$ cat src/rtl/pop_fitness_eval.sv
// pop_fitness_eval: scores each genome as sum |gene - target| and packs scores for the sorter.
// Optional macro DIST_SAT_EN clamps sums to 2^DIST_W-2 instead of truncating.
module pop_fitness_eval #(
    parameter int POP    = 50,
    parameter int GENES  = 20,
    parameter int GENE_W = 8,
    parameter int DIST_W = 12,
    parameter int IDX_W  = $clog2(POP)
) (
    input  logic                      clk,
    input  logic                      rst,
    input  logic                      start_i,
    input  logic [GENES*GENE_W-1:0]   target_i,
    output logic                      mem_rd_o,
    output logic [IDX_W-1:0]          mem_addr_o,
    input  logic [GENES*GENE_W-1:0]   mem_data_i,
    output logic [POP*DIST_W-1:0]     distances_o,
    output logic                      sort_start_o,
    output logic                      busy_o,
    output logic                      done_o
);
    localparam int ACC_W = $clog2(GENES * (2**GENE_W - 1) + 1);
    localparam logic [IDX_W-1:0] LAST = IDX_W'(POP - 1);

    typedef enum logic [1:0] {IDLE, FETCH, DRAIN, DONE} state_t;

    state_t                  state_q, state_d;
    logic [IDX_W-1:0]        rd_idx_q, rd_idx_d, wr_idx_q;
    logic                    wr_vld_q, sort_start_q;
    logic [POP*DIST_W-1:0]   dist_q, dist_d;
    logic [ACC_W-1:0]        acc;
    logic [DIST_W-1:0]       score;

    function automatic logic [GENE_W-1:0] absdiff(input logic [GENE_W-1:0] a, input logic [GENE_W-1:0] b);
        return (a > b) ? a - b : b - a;
    endfunction

    always_ff @(posedge clk) begin
        if (rst) begin
            state_q      <= IDLE;
            rd_idx_q     <= '0;
            wr_vld_q     <= 1'b0;
            wr_idx_q     <= '0;
            sort_start_q <= 1'b0;
            dist_q       <= '0;
        end else begin
            state_q      <= state_d;
            rd_idx_q     <= rd_idx_d;
            wr_vld_q     <= mem_rd_o;
            wr_idx_q     <= rd_idx_q;
            sort_start_q <= (state_q == DRAIN);
            dist_q       <= dist_d;
        end
    end

    always_comb begin
        state_d  = state_q;
        rd_idx_d = rd_idx_q;
        case (state_q)
            IDLE, DONE: if (start_i) begin
                state_d  = FETCH;
                rd_idx_d = '0;
            end
            FETCH: begin
                rd_idx_d = (rd_idx_q == LAST) ? rd_idx_q : rd_idx_q + 1'b1;
                state_d  = (rd_idx_q == LAST) ? DRAIN : FETCH;
            end
            default: state_d = DONE;
        endcase
    end

    always_comb begin
        mem_rd_o     = (state_q == FETCH);
        mem_addr_o   = rd_idx_q;
        busy_o       = (state_q == FETCH) || (state_q == DRAIN);
        done_o       = (state_q == DONE);
        sort_start_o = sort_start_q;
        distances_o  = dist_q;
    end

    always_comb begin
        acc = '0;
        for (int g = 0; g < GENES; g++)
            acc = acc + ACC_W'(absdiff(mem_data_i[g*GENE_W +: GENE_W], target_i[g*GENE_W +: GENE_W]));
    end

`ifdef DIST_SAT_EN
    // all-ones stays reserved as the sorter's "already taken" marker
    assign score = (acc >= ACC_W'(2**DIST_W - 1)) ? DIST_W'(2**DIST_W - 2) : acc[DIST_W-1:0];
`else
    logic unused_acc;
    assign unused_acc = ^acc[ACC_W-1:DIST_W];
    assign score = acc[DIST_W-1:0];
`endif

    always_comb begin
        dist_d = dist_q;
        if (wr_vld_q) dist_d[wr_idx_q*DIST_W +: DIST_W] = score;
    end
endmodule

$ cat config.mk
export PLATFORM = sky130hd
export DESIGN_NAME = pop_fitness_eval
export DESIGN_NICKNAME = d
export VERILOG_FILES = /design/src/rtl/pop_fitness_eval.sv
export SDC_FILE = /design/constraint.sdc
export NUM_CORES = 2
export LEC_CHECK = 0
export CAP_MARGIN = 15
export CORE_AREA = 8 8 362 364
export DETAILED_ROUTE_END_ITERATION = 6
export DIE_AREA = 0 0 370 372
export GPL_TIMING_DRIVEN = 1
export MAX_ROUTING_LAYER = met4
export REMOVE_ABC_BUFFERS = 1
export SYNTH_ARGS = -nofsm -noshare
export SYNTH_HDL_FRONTEND = slang
export SYNTH_SLANG_ARGS = --single-unit
$ cat constraint.sdc
create_clock -name clk -period 11.9 [get_ports clk]
set_input_delay 1.19 -clock clk [delete_from_list [all_inputs] [get_ports clk]]
set_output_delay 1.19 -clock clk [all_outputs]
set_load 0.005 [all_outputs]
==> results_dict.tcl <==
set metrics [dict create \
    status "finished clean" \
    dp_slack_ps 972 \
    fin_skew_ps 45.0 \
    die_area_um2 138000 \
    htreeDepth 3 \
    cts.sink_count 616 \
    holdWs_ps 450 \
    clkTransAtPathRegs_ps 60 \
    ios 933 \
    initial_core_util_pct 33.2 \
    cts_buffers 69 \
    cp.arrival_ps 10970 \
    finalNetCount 6729 \
    ctsResizeCount 0 \
    min_path_type "reg -> reg" \
    grt_pass1_vias 38956 \
    post_cts_buffers 0 \
    first_pass_iters 6 \
    syn_inst 5026 \
    fin_ws_ps 1480 \
    grt_pass1_wl_um 263000 \
    rows 130 \
    crit_top_cell "fa_1" \
    clock.fmax_ghz 0.0960 \
    grt.total_usage_pct 26.1 \
    critPathMaxFanout 13 \
    finalWirelength_um 184000 \
    drcViolationCount 0 \
    drive_above_1_share_pct 5.60 \
    die_h_um 372 \
    end_kind "flip-flop" \
    ys_async_sr_fraction_pct 0 \
    max_stage_delay_ps 570 \
    ys_types 89 \
    synth-seq-cells 616 \
    antenna_found_initial 11 \
    clk_latency_ps 630 \
    gp_congestion 0.957 \
    cp.required_ps 12460 \
    finalHoldViolCount 0 \
    cts_buffer_depth 3 \
    drt-initial-drc-count 3208 \
    synth.avg_cell_area_um2 8.26 \
    crit_slowest_cell "fa_1" \
    fin_crit_sh_pct 87.5 \
    tightest_slew_ps 1130 \
    vias 39967 \
    r2r_slack_ps 5550 \
    coreArea_um2 125000 \
    synth_most_common_cell "dfxtp_1" \
    instances_no_fill 7593 \
    yosysSeqAreaShare_pct 29.7 \
    wire_per_inst_um 24.2 \
    synth_top_area_share_pct 29.7 \
    crit_path_start_kind "primary input" \
    io_buffers 932 \
    dp_hpwl_um 148000 \
    antenna_left 0 \
    timing.setup.tns_ps 0 \
    fin_crit_ps 10420 \
    seqCellArea_um2 12300 \
    syn-cell-area_um2 41500 \
    cts-root-buf "clkbuf_16" \
    cts_hold_buf 0 \
    filler_cell_count 12348 \
    grt_max_degree 192 \
    finalSetupViolations 0 \
    dp_cells 7461 \
    area_growth_pct 33.3 \
    synth_warnings 0 \
    synth_top_area_cell "dfxtp_1" \
    relSlewSlack_pct 23.6 \
    ys.flop_type "dfxtp_1" \
    synth_common_cells "616 x dfxtp_1, 583 x inv_1, 486 x nor2_1" \
    min_path_cells 2 \
    die_x_um 370 \
    routed_via_density 5.26 \
    grt_overflow 0 \
    rsz0062_at_grt "no" \
    multi_input_area_um2 26300 \
    r2r_cells 12 \
    yosys-top-cells-area "dfxtp_1 30%, ha_1 10%, fa_1 8.6%" \
    critPathKind "in -> reg" \
    synth-edff-count 0 \
    slew_violations 0 \
    drv_cap 0 \
    cts_tree "built" \
]
-- registers in the layout (all words and copies together) (netlist names) --
signal / count
wr_vld_q: 1
state_q: 2
wr_idx_q: 6
mem_addr_o: 6
distances_o: 600
sort_start_o: 1
-- stage by stage --
step                      utilization [%]  instance area [um2]
final                                44.3                55300
after floorplan                         -                40600
after global placement               42.4                53000
after detailed placement             42.4                53000
after CTS                            44.3                55300
after global routing                 44.3                55300
-- worst paths after layout --
check	from	end
setup / recovery	target_i[113]	distances_o[36]
hold / removal	distances_o[95]	distances_o[95]
setup reg to reg	wr_idx_q[0]	distances_o[574]
hold reg to reg	distances_o[95]	distances_o[95]
-- metal layers --
| metal | vias up | GRT usage (%) | wire length (um) |
|---|---|---|---|
| met5 | - | - | 0 |
| met2 | 1447 | 42.3 | 86500 |
| met1 | 19268 | 31.3 | 74700 |
| met4 | 0 | 9.86 | 8170 |
| li1 | 18959 | - | - |
| met3 | 293 | 6.44 | 14700 |
-- final cells by class --
cell class,count,area share [%]
Multi-Input combinational cell,3592,47.5
Sequential cell,616,22.3
Timing Repair Buffer,1020,18.2
Inverter,585,3.97
Tap cell,1650,3.73
Clock buffer,95,3.64
Clock inverter,25,0.583
Antenna cell,10,0.0452
-- cell usage in the layout (no fill, tap or decap), types with 27 or more instances in the layout --
cell type,Yosys,layout
a21oi_1,414,412
inv_1,583,583
nand2_1,374,374
dfxtp_1,616,615
o211ai_1,41,41
mux2_2,54,54
nor3_1,108,102
ha_1,343,343
buf_4,1,79
clkdlybuf4s50_1,0,931
fa_1,179,179
a21o_1,52,52
or3_1,29,29
nor2b_1,54,54
clkbuf_16,0,70
nand4_1,49,49
a211oi_1,193,190
nand3_1,162,161
nor2_1,486,486
o21ai_0,309,309
xor2_1,35,35
mux2i_1,215,215
nand2b_1,28,28
o21bai_1,27,27
xnor2_1,88,87
o21a_1,36,36
-- logic make-up after synthesis --
group	after synthesis	synth area share [%]
simple gates	1393	15.2
compound gates	1284	19.4
buf+inv	818	7.43
flops	616	29.7
fa+ha+maj	522	19.0
mux	269	6.65
xor+xnor	124	2.63
-- worst max-delay path, delay by kind of cell --
family          cells  cell delay [ps]
fa+ha+maj           9             4370
simple gates        4             1020
xor+xnor            1              210
buf+inv             6              850
compound gates     10             3310
Power is not shown: default switching activity piles up to over one toggle a cycle in this logic, so the estimate is an artifact.
